## src/rtl/run_monitor.sv

```systemverilog
// run_monitor -- watches the retiring-instruction stream of a processor under test.
// After start it counts cycles and retired instructions until a halt opcode is
// seen or a cycle budget is used up. After a halt it waits a fixed drain time
// and then reports done. A run that uses up the budget reports timed_out.
//
// Ports
//   sysclk      : single clock, everything on the rising edge
//   cpu_reset   : synchronous active-high reset, overrides start
//   start       : begin monitoring from IDLE, or restart from DONE/TIMEOUT
//   op          : opcode of the instruction retiring this cycle
//   op_valid    : op holds a retiring instruction this cycle
//   state       : IDLE=0, RUN=1, DRAIN=2, DONE=3, TIMEOUT=4
//   done        : halt seen and drain complete (sticky until restart/reset)
//   timed_out   : cycle budget used up without a halt (sticky)
//   cycle_cnt   : cycles since start (saturating)
//   instr_cnt   : valid instructions retired since start, halt included (saturating)
//   halt_cycle  : cycle_cnt value on the edge where the halt was sampled
module run_monitor #(
  parameter int              OP_W    = 6,
  parameter logic [OP_W-1:0] HALT_OP = {OP_W{1'b1}},
  parameter int              DRAIN   = 3,
  parameter int              CNT_W   = 32,
  parameter longint          TIMEOUT = 100000
) (
  input  logic             sysclk,
  input  logic             cpu_reset,
  input  logic             start,
  input  logic [OP_W-1:0]  op,
  input  logic             op_valid,
  output logic [2:0]       state,
  output logic             done,
  output logic             timed_out,
  output logic [CNT_W-1:0] cycle_cnt,
  output logic [CNT_W-1:0] instr_cnt,
  output logic [CNT_W-1:0] halt_cycle
);

  localparam logic [2:0] ST_IDLE    = 3'd0;
  localparam logic [2:0] ST_RUN     = 3'd1;
  localparam logic [2:0] ST_DRAIN   = 3'd2;
  localparam logic [2:0] ST_DONE    = 3'd3;
  localparam logic [2:0] ST_TIMEOUT = 3'd4;

  localparam logic [CNT_W-1:0] CNT_MAX      = {CNT_W{1'b1}};
  localparam logic [CNT_W-1:0] TIMEOUT_LAST = CNT_W'(TIMEOUT - 1);
  // The drain counter holds the number of DRAIN edges still to pass before
  // DONE; it is loaded on the halt edge, so the halt edge itself counts as one.
  localparam logic [7:0]       DRAIN_INIT   = (DRAIN > 0) ? 8'(DRAIN - 1) : 8'd0;

  logic [2:0]       state_reg;
  logic             done_reg;
  logic             timed_out_reg;
  logic [CNT_W-1:0] cycle_cnt_reg;
  logic [CNT_W-1:0] instr_cnt_reg;
  logic [CNT_W-1:0] halt_cycle_reg;
  logic [7:0]       drain_rem_reg;

  logic             halt_seen;
  logic [CNT_W-1:0] cycle_cnt_next;
  logic [CNT_W-1:0] instr_cnt_next;

  // Saturating increments: the counters stick at all-ones instead of wrapping.
  always_comb begin
    halt_seen      = op_valid && (op == HALT_OP);
    cycle_cnt_next = (cycle_cnt_reg == CNT_MAX) ? cycle_cnt_reg : cycle_cnt_reg + 1'b1;
    instr_cnt_next = (instr_cnt_reg == CNT_MAX) ? instr_cnt_reg : instr_cnt_reg + 1'b1;
  end

  always_ff @(posedge sysclk) begin
    if (cpu_reset) begin
      state_reg      <= ST_IDLE;
      done_reg       <= 1'b0;
      timed_out_reg  <= 1'b0;
      cycle_cnt_reg  <= '0;
      instr_cnt_reg  <= '0;
      halt_cycle_reg <= '0;
      drain_rem_reg  <= '0;
    end else begin
      case (state_reg)
        ST_RUN: begin
          cycle_cnt_reg <= cycle_cnt_next;
          if (op_valid) begin
            instr_cnt_reg <= instr_cnt_next;
          end
          // A halt beats a coincident timeout, so it is tested first.
          if (halt_seen) begin
            halt_cycle_reg <= cycle_cnt_reg;
            if (DRAIN == 0) begin
              state_reg <= ST_DONE;
              done_reg  <= 1'b1;
            end else begin
              state_reg     <= ST_DRAIN;
              drain_rem_reg <= DRAIN_INIT;
            end
          end else if (cycle_cnt_reg == TIMEOUT_LAST) begin
            state_reg     <= ST_TIMEOUT;
            timed_out_reg <= 1'b1;
          end
        end

        // Cycles keep counting while draining; instructions, halts and the
        // timeout budget are no longer looked at.
        ST_DRAIN: begin
          cycle_cnt_reg <= cycle_cnt_next;
          if (drain_rem_reg == 8'd0) begin
            state_reg <= ST_DONE;
            done_reg  <= 1'b1;
          end else begin
            drain_rem_reg <= drain_rem_reg - 8'd1;
          end
        end

        ST_IDLE, ST_DONE, ST_TIMEOUT: begin
          if (start) begin
            state_reg      <= ST_RUN;
            done_reg       <= 1'b0;
            timed_out_reg  <= 1'b0;
            cycle_cnt_reg  <= '0;
            instr_cnt_reg  <= '0;
            halt_cycle_reg <= '0;
          end
        end

        default: begin
          state_reg <= ST_IDLE;
        end
      endcase
    end
  end

  assign state      = state_reg;
  assign done       = done_reg;
  assign timed_out  = timed_out_reg;
  assign cycle_cnt  = cycle_cnt_reg;
  assign instr_cnt  = instr_cnt_reg;
  assign halt_cycle = halt_cycle_reg;

endmodule

```

## config.mk

```make
export PLATFORM = sky130hd
export DESIGN_NAME = run_monitor
export DESIGN_NICKNAME = d
export VERILOG_FILES = /design/src/rtl/run_monitor.sv
export SDC_FILE = /design/constraint.sdc
export NUM_CORES = 1
export LEC_CHECK = 0
export CAP_MARGIN = 20
export CORE_MARGIN = 1
export CORE_UTILIZATION = 35
export CTS_CLUSTER_SIZE = 8
export DETAILED_ROUTE_END_ITERATION = 6
export PLACE_DENSITY = 0.7
export SLEW_MARGIN = 20
export SYNTH_ARGS = -nofsm -noshare
export SYNTH_HDL_FRONTEND = slang
export SYNTH_SLANG_ARGS = --single-unit
```

## constraint.sdc

```tcl
create_clock -name sysclk -period 7.04 [get_ports sysclk]
set_clock_uncertainty 0.2 [all_clocks]
set_input_delay 1.408 -clock sysclk [delete_from_list [all_inputs] [get_ports sysclk]]
set_output_delay 1.408 -clock sysclk [all_outputs]
set_load 0.05 [all_outputs]
```

==> results of run 1 <==
[cells by family (layout without fill, tap and decap cells)]
family	after synthesis	count (layout)	synth area share, %
xor+xnor	4	4	0.6343
compound gates	210	210	28.30
mux	1	1	0.1812
buf+inv	67	150	5.120
simple gates	258	258	25.35
flops	109	109	39.51
fa+ha+maj	4	4	0.9062
[stage by stage]
| step | cells | setup WS, ns | power [uW] | util [%] | instance area (um2) |
|---|---|---|---|---|---|
| final | 947 | 2.783 | 1813 | 46.14 | 7066 |
| after detailed placement | 932 | 2.474 | 1292 | 44.10 | 6754 |
| after CTS | 947 | 2.841 | 1809 | 46.06 | 7054 |
| after floorplan | 653 | 3.879 | 1130 | - | 5523 |
| after global routing | 947 | 2.609 | 1900 | 46.14 | 7066 |
| after global placement | 932 | 2.573 | 1282 | 44.09 | 6751 |
[path summary, 6_finish.rpt]
check          startpoint  cells past startpoint             to  slack [ns]
max              op_valid                      6  instr_cnt[21]        2.78
min             timed_out                      2      timed_out        0.25
max reg2reg  cycle_cnt[9]                      5  cycle_cnt[30]        3.68
min reg2reg     timed_out                      2      timed_out        0.25
[tightest hold or removal path, cell delays in order, from the launching register on]
cell	delay, ns
dfxtp_1	0.31
inv_1	0.05
a21oi_1	0.05
[power groups by stage]
| stage | clock network [uW] | registers, uW | logic, uW |
|---|---|---|---|
| after CTS | 527 | 693 | 589 |
| after global routing | 549 | 701 | 650 |
| after floorplan | 0 | 737 | 393 |
| after global placement | 0 | 706 | 576 |
| after detailed placement | 0 | 706 | 586 |
| final | 523 | 693 | 596 |
[layer usage]
layer	GRT usage, %	part of all wire [%]	up-vias
li1	-	-	2730
met1	30.51	48	2756
met2	31.15	43	242
met3	3.559	6.8	22
met4	7.128	1.7	0
met5	0	0	-
[placed cells by master (no fill, tap or decap), drive strengths merged, types with 12 or more instances in the layout]
cell type	count
or4	15
a22oi	33
o31ai	12
clkdlybuf4s50	109
nor2	60
a21oi	32
a311oi	37
nor4	14
or3	12
nand2	38
o21ai	21
dfxtp	109
a31oi	18
nand4	40
nor3	12
a41oi	13
inv	16
nand3	30
[layout make-up]
cell class	instances	area, um2
clock buffer	11	252.7
clock inverter	4	47.55
fill	1513	8249
inverter	16	60.06
multi-input combinational	477	3093
sequential	109	2182
tap	211	264.0
timing repair buffer	119	1166
==> out/metrics.yaml, run 1 <==
run_status:
  outcome: "completed"
power:
  power_switching_uw: 683.7
  ir_worst_vdd_mv: 0.1400
  pwr-share-comb_pct: 32.9
  p_seq_share_pct: 38.3
  pwr-share-clk_pct: 28.8
  p_leak_uw: 0.002117
  power_density_nw_per_um2: 256.5
  internal_power_uw: 1129
  switching_share_pct: 37.72
sta:
  hold_viol: 0
  whs_ns: 0.2535
  finalCritPeriodShare_pct: 60.47
  setup_viol: 0
  post-route-min-period_ns: 4.257
  rsz0062_at_grt: "no"
  worst_pin_slew_ns: 0.9711
  relSlewSlack_pct: 35.05
  max_freq_mhz: 234.9
  setup-tns-final_ns: 0
  final_max_slew_viol_count: 0
yosys:
  syn_avg_cell_area_um2: 8.458
  yosysTopAreaCellShare_pct: 39.51
  synth_flop_cell: "dfxtp_1"
  synth_area_um2: 5523
  yosys_warnings: 0
  synth.most_common_cell: "dfxtp_1"
  ys_types: 57
  ys_top_cells_by_count: "dfxtp_1 (109), nor2_1 (60), nand4_1 (40), nand2_1 (38), clkbuf_1 (35)"
  yosys-top-cells-area: "dfxtp_1 (40%), a311oi_1 (5.1%), nand4_1 (4.5%), a22oi_1 (4.5%), nor2_1 (4.1%)"
  synth-edff-count: 0
  syn-num-nets: 667
  synth.largest_area_cell: "dfxtp_1"
  syn_inst: 653
  synth_seq_area_share_pct: 39.51
  synthArstFlopShare_pct: 0
  synth_seq_cells: 109
worst_setup_path:
  slowest_stage: "nor3_1"
  endpoint_kind: "register"
  worst-path-buf-inv: 1
  start_kind: "input pin"
  crit_required_ns: 7.10
  cp_top_family: "simple AND/OR/NAND/NOR gates"
  crit_chain: "clkdlybuf4s50_1, nand4bb_1, nor3_1, o311ai_0, o21ba_2, a311oi_1"
  cp_slowest_stage_delay_ns: 0.90
  crit_type: "in -> reg"
  worstPathMaxFanout: 13
  crit_arrival_ns: 4.32
die:
  fp.dieH_um: 127.6
  initial_core_util_pct: 36.06
  die-area_um2: 16290
  io_pins: 111
  core_area_um2: 15310
  rows: 45
  die_x_um: 127.6
global_routing:
  grt_pass1_wl_um: 27460
  gr-usage-all-layers_pct: 20.97
  antenna_found_initial: 0
  grt_max_degree: 59
  globalRoute.totalOverflow: 0
  grt_pass1_vias: 5137
detailed_routing:
  antenna_left: 0
  vias: 5750
  via_per_inst: 6.072
  drc: 0
  dr.pass1.iters: 5
  drt-initial-drc-count: 565
  finalWirelength_um: 17450
  wl_per_cell_um: 18.43
cts:
  postCtsHoldBufs: 0
  cts.sinks: 109
  cts_root_buffer: "clkbuf_16"
  cts_setup_buffers: 0
  cts_tree: "built"
  cts-resized-gates: 0
  worstSkewPairLatency_ns: 0.35
  clk_pin_slew_ns: 0.07
  cts.path.max_buffers: 2
  numCtsBuffers: 9
  cts_htree_levels: 3
hold_path:
  worstHoldPathType: "reg -> reg"
place:
  hpwl_um: 11490
  routabilityCongestion: 0.8660
  port_buffers: 110
layout:
  drive_gt1_share_pct: 8.016
  syn2layout_area_growth_pct: 27.93
  fin_nets: 746
  antenna_cells: 0
flow_run:
  maxCapViolations: 0
Power figures use the tool's default switching activity.
==> run 2: changes to the inputs <==
- PLACE_DENSITY: 0.7 -> 0.72
- clock period: 7.04 -> 3.77 ns (I/O delays scaled with it)
==> run 2 against run 1 <==
Hold slack lost 0.00062 ns. Critical endpoint is now cycle_cnt[5]. Sequential share of layout area down 0.31 points. Setup slack worse by 1.9 ns. Clock-buffer cell count is 1 lower. Core utilization is 0.47 points higher. Global-route usage about the same. Die area is the same. Via count up 1.5%. Critical path depth decreased by 1. Non-clock buffer count up 12.
==> out/metrics.yaml, run 2 (synthesized netlist as in run 1, its figures left out) <==
worst_setup_path:
  start_kind: "register"
  cp_slowest_stage_delay_ns: 0.83  # -0.07 ns
  crit_path_end: "cycle_cnt[5]"
  r2r_cells: 5  # unchanged
  r2r_start: "state[0]"
  crit_chain: "or3b_2, and2_0, a31oi_2, a41oi_1, a311oi_1"
  slowest_stage: "a31oi_2"
  endpoint_kind: "register"
  crit_path_start: "state[0]"
  reg2reg_slack_ns: 0.85  # -2.83 ns
  worstPathMaxFanout: 18  # +5
  crit_type: "reg -> reg"
  crit_required_ns: 3.83  # -3.27 ns
  rr_endpoint: "cycle_cnt[5]"
  crit_arrival_ns: 2.99  # -1.33 ns
layout:
  fillers: 1523  # +0.66%
  antenna_cells: 0  # unchanged
  final_cell_mix: "dfxtp_1 (109), clkdlybuf4s50_1 (109), nor2_1 (58)"
  fin_nets: 758  # +1.6%
  syn2layout_area_growth_pct: 29.23
  drive_gt1_share_pct: 9.212  # +1.2 points
  postLayoutCoreUtil_pct: 46.60  # +0.47 points
  final_cell_count_no_fill: 960  # +1.4%
hold_path:
  worstHoldPathType: "reg -> reg"
power:
  p_seq_share_pct: 38.7  # +0.4 points
  switching_share_pct: 38.70  # +0.98 points
  power_density_nw_per_um2: 469.5  # +83%
  pwr-share-clk_pct: 27.6  # -1.2 points
  internal_power_uw: 2054  # +82%
  power_switching_uw: 1297  # +90%
  p_leak_uw: 0.002176  # +2.8%
  pwr-share-comb_pct: 33.8  # +0.9 points
  ir_worst_vdd_mv: 0.2123  # +52%
place:
  port_buffers: 110  # unchanged
  dp_cells: 944  # +1.3%
  preCtsSetupSlack_ns: 0.7599  # -1.714 ns
  routabilityCongestion: 0.8376  # -3.3%
  hpwl_um: 11670  # +1.6%
detailed_routing:
  drc: 0  # unchanged
  vias: 5836  # +1.5%
  via_per_inst: 6.079  # +0.12%
  antenna_left: 0  # unchanged
  drt-initial-drc-count: 586  # +3.7%
  finalWirelength_um: 17350  # -0.57%
  dr.pass1.iters: 5  # unchanged
  wl_per_cell_um: 18.07  # -1.9%
sta:
  relSlewSlack_pct: 31.36  # -3.7 points
  rsz0062_at_grt: "no"
  setup_viol: 0  # unchanged
  post-route-min-period_ns: 2.923
  final_max_slew_viol_count: 0  # unchanged
  fin_ws_ns: 0.8468  # -1.936 ns
  setup-tns-final_ns: 0  # unchanged
  hold_viol: 0  # unchanged
  max_freq_mhz: 342.1
  finalCritPeriodShare_pct: 77.54
  worst_pin_slew_ns: 1.026  # +0.05526 ns
flow_run:
  maxCapViolations: 0  # unchanged
global_routing:
  use_met3_pct: 4.104  # +0.54 points
  grt_max_degree: 64  # +8.5%
  gr-usage-all-layers_pct: 20.96  # about the same
  grt_pass1_wl_um: 27300  # -0.55%
  grt.busiest_layer: "met2"
  globalRouteMet2Util_pct: 31.31  # +0.16 points
  grt_pass1_vias: 5033  # -2.0%
  grtUsageMet1_pct: 30.17  # -0.34 points
  antenna_found_initial: 0  # unchanged
  globalRoute.totalOverflow: 0  # unchanged
cts:
  cts_root_buffer: "clkbuf_16"
  postCtsHoldBufs: 0  # unchanged
  cts.sinks: 109  # unchanged
  cts.path.max_buffers: 2  # unchanged
  cts_tree: "built"
  cts_setup_buffers: 0  # unchanged
  cts-resized-gates: 0  # unchanged
  cts_htree_levels: 3  # unchanged
  worstSkewPairLatency_ns: 0.36  # about the same
  clk_pin_slew_ns: 0.07  # about the same
  numCtsBuffers: 9  # unchanged
die:
  io_pins: 111  # unchanged
  rows: 45  # unchanged
  initial_core_util_pct: 36.06  # unchanged
  fp.dieH_um: 127.6  # unchanged
  die_x_um: 127.6  # unchanged
  core_area_um2: 15310  # unchanged
  die-area_um2: 16290  # unchanged
run_status:
  outcome: "completed"
==> run 2: through the flow <==
| step | power, uW | instance area [um2] | hold WS [ns] |
|---|---|---|---|
| after floorplan | 2110 | 5523 | 0.2665 |
| after global placement | 2423 | 6854 | 0.2334 |
| after detailed placement | 2432 | 6854 | 0.2473 |
| after CTS | 3355 | 7137 | 0.2588 |
| after global routing | 3545 | 7137 | 0.2795 |
| final | 3350 | 7137 | 0.2529 |
==> run 2: how the worst min path moves through the flow <==
| stage | startpoint | to | slack, ns | cells after the start |
|---|---|---|---|---|
| 2_1_floorplan | drain_rem_reg[4] | drain_rem_reg[4] | 0.27 | 2 |
| 3_3_place_gp | timed_out | timed_out | 0.23 | 2 |
| 3_5_place_dp | done | done | 0.25 | 2 |
| 4_1_cts | done | done | 0.26 | 2 |
| 5_1_grt | timed_out | timed_out | 0.28 | 2 |
| 6_report | done | done | 0.25 | 2 |
==> run 2: power groups by stage <==
| stage | clock (uW) | sequential [uW] | combinational (uW) |
|---|---|---|---|
| after floorplan | 0 | 1380 | 733 |
| after global placement | 0 | 1320 | 1100 |
| after detailed placement | 0 | 1320 | 1110 |
| after CTS | 941 | 1300 | 1120 |
| after global routing | 990 | 1310 | 1250 |
| final | 923 | 1300 | 1130 |
==> run 2: final cells by class <==
type	count	area, um2	share of cell area [%]
Multi-Input combinational cell	477	3079	43.15
Timing Repair Buffer	131	1269	17.78
Clock inverter	6	43.79	0.6136
Inverter	16	60.06	0.8415
Sequential cell	109	2182	30.58
Tap cell	211	264.0	3.699
Clock buffer	10	239.0	3.349
==> run 2: layer usage <==
metal	routed length, um	up-vias
met4	263	0
met5	0	-
met1	8033	2775
met2	7709	280
met3	1342	22
li1	-	2759
==> run 2: worst max-delay path, delay by kind of cell (launching register included) <==
kind / cells / cell delay, ns
AO/OA/AOI/OAI: 3 / 1.34
AND/OR/NAND/NOR: 2 / 0.81
flip-flops: 1 / 0.48
==> run 3: changes to the inputs <==
- PLACE_DENSITY: 0.72 -> 0.7
- clock period: 3.77 -> 2.7 ns (I/O delays scaled with it)
==> run 3 against run 2 <==
Register-to-register slack worse by 0.72 ns. Non-clock buffer count is 47 higher. Clock power increased by 59%. Clock-buffer cell count increased by 2. Cell count increased by 4.9%. Largest power group unchanged.
==> out/metrics.yaml, run 3 (synthesized netlist as in run 1, its figures left out) <==
global_routing:
  gr-usage-all-layers_pct: 22.01  # +1.1 points
  antenna_found_initial: 0  # unchanged
  grt_pass1_wl_um: 29030  # +6.3%
  globalRoute.totalOverflow: 0  # unchanged
  grt_pass1_vias: 5477  # +8.8%
  grt_max_degree: 66  # +3.1%
worst_setup_path:
  cp_top_family: "buffers and inverters"
  start_kind: "register"
  worst-path-buf-inv: 1  # +1
  crit_arrival_ns: 1.84  # -1.15 ns
  reg2reg_slack_ns: 0.13  # -0.72 ns
  r2r_cells: 6  # +1
  crit_chain: "clkdlybuf4s50_1"
  cp_slowest_stage_delay_ns: 0.90  # +0.07 ns
  crit_required_ns: 1.96  # -1.87 ns
  worstPathMaxFanout: 10  # -8
  slowest_stage: "clkdlybuf4s50_1"
  crit_cells: 1  # -4
  crit_type: "reg -> out"
  endpoint_kind: "output pin"
layout:
  fin_nets: 805  # +6.2%
  fillers: 1482  # -2.7%
  drive_gt1_share_pct: 17.09  # +7.9 points
  antenna_cells: 0  # unchanged
  final_cell_mix: "clkdlybuf4s50_1 (109), dfxtp_1 (89), buf_4 (65)"
  final_common_cell: "clkdlybuf4s50_1"
  syn2layout_area_growth_pct: 37.88
die:
  die-area_um2: 16290  # unchanged
  rows: 45  # unchanged
  fp.dieH_um: 127.6  # unchanged
  die_x_um: 127.6  # unchanged
  io_pins: 111  # unchanged
  initial_core_util_pct: 36.06  # unchanged
  core_area_um2: 15310  # unchanged
cts:
  cts-resized-gates: 0  # unchanged
  cts_tree: "built"
  postCtsHoldBufs: 0  # unchanged
  worstSkewPairLatency_ns: 0.36  # about the same
  cts.sinks: 109  # unchanged
  cts.path.max_buffers: 2  # unchanged
  numCtsBuffers: 9  # unchanged
  cts_htree_levels: 3  # unchanged
  cts_setup_buffers: 0  # unchanged
  cts_root_buffer: "clkbuf_16"
  clk_pin_slew_ns: 0.07  # about the same
detailed_routing:
  antenna_left: 0  # unchanged
  wl_per_cell_um: 17.61  # -2.6%
  via_per_inst: 6.030  # -0.81%
  drc: 0  # unchanged
  drt-initial-drc-count: 618  # +5.5%
  vias: 6072  # +4.0%
  dr.pass1.iters: 7  # +2
  finalWirelength_um: 17730  # +2.2%
power:
  finalPower_uw: 5008  # +49%
  power_density_nw_per_um2: 657.7  # +40%
  p_leak_uw: 0.002475  # +14%
  ir_worst_vdd_mv: 0.6391  # +200%
sta:
  rsz0062_at_grt: "no"
  max_freq_mhz: 387.0
  whs_ns: 0.2545  # +0.001632 ns
  setup_viol: 0  # unchanged
  final_max_slew_viol_count: 0  # unchanged
  finalCritPeriodShare_pct: 95.71
  worst_pin_slew_ns: 0.7441  # -0.2823 ns
  post-route-min-period_ns: 2.584
  hold_viol: 0  # unchanged
  relSlewSlack_pct: 50.34  # +19 points
hold_path:
  hold_depth: 2  # unchanged
  worstHoldPathType: "reg -> reg"
place:
  routabilityCongestion: 0.8702  # +3.9%
  port_buffers: 110  # unchanged
  hpwl_um: 12220  # +4.7%
run_status:
  outcome: "completed"
flow_run:
  maxCapViolations: 0  # unchanged
==> run 3: cell count changes in the layout (fill, tap and decap cells not counted), sizes merged <==
cell | before | now
clkinvlp | 1 | 0
buf | 22 | 69
clkbuf | 10 | 12
inv | 19 | 17
clkinv | 2 | 1
bufinv | 0 | 2
==> run 3: power breakdown <==
group	total, uW	leakage [uW]	switching, uW	internal (uW)
clock network	1470	0.000159	622	849
logic	1750	0.00143	1120	627
registers	1790	0.000890	88.1	1700
==> run 3: stage by stage <==
step	worst slack, ns	cells	utilization [%]	setup TNS [ns]	instance area [um2]
floorplan	0.02793	653	-	0	5564
global placement	-0.04406	991	47.57	-0.5826	7286
detailed placement	-0.1288	991	47.57	-1.705	7286
CTS	0.06675	1007	49.71	0	7612
global route	0.03090	1007	49.72	0	7615
finish	0.1159	1007	49.72	0	7615
==> run 3: cell type report <==
cell class | count | area (um2) | area share (%)
Multi-Input combinational cell | 477 | 3095 | 40.65
Clock buffer | 12 | 246.5 | 3.237
Tap cell | 211 | 264.0 | 3.467
Sequential cell | 109 | 2210 | 29.02
Timing Repair Buffer | 178 | 1659 | 21.79
Clock inverter | 4 | 80.08 | 1.052
Inverter | 16 | 60.06 | 0.7887
==> run 3: worst paths after layout <==
| path | end | from |
|---|---|---|
| max | cycle_cnt[23] | cycle_cnt[23] |
| min | timed_out | timed_out |
| max reg2reg | instr_cnt[15] | instr_cnt[7] |
| min reg2reg | timed_out | timed_out |
==> run 3: layer usage <==
metal  global-route usage [%]  up-vias  part of all wire [%]
li1                         -     2857                     -
met1                    31.20     2913                    45
met2                    33.01      269                    45
met3                    5.109       33                   7.5
met4                    6.644        0                   1.8
met5                        0        -                     0
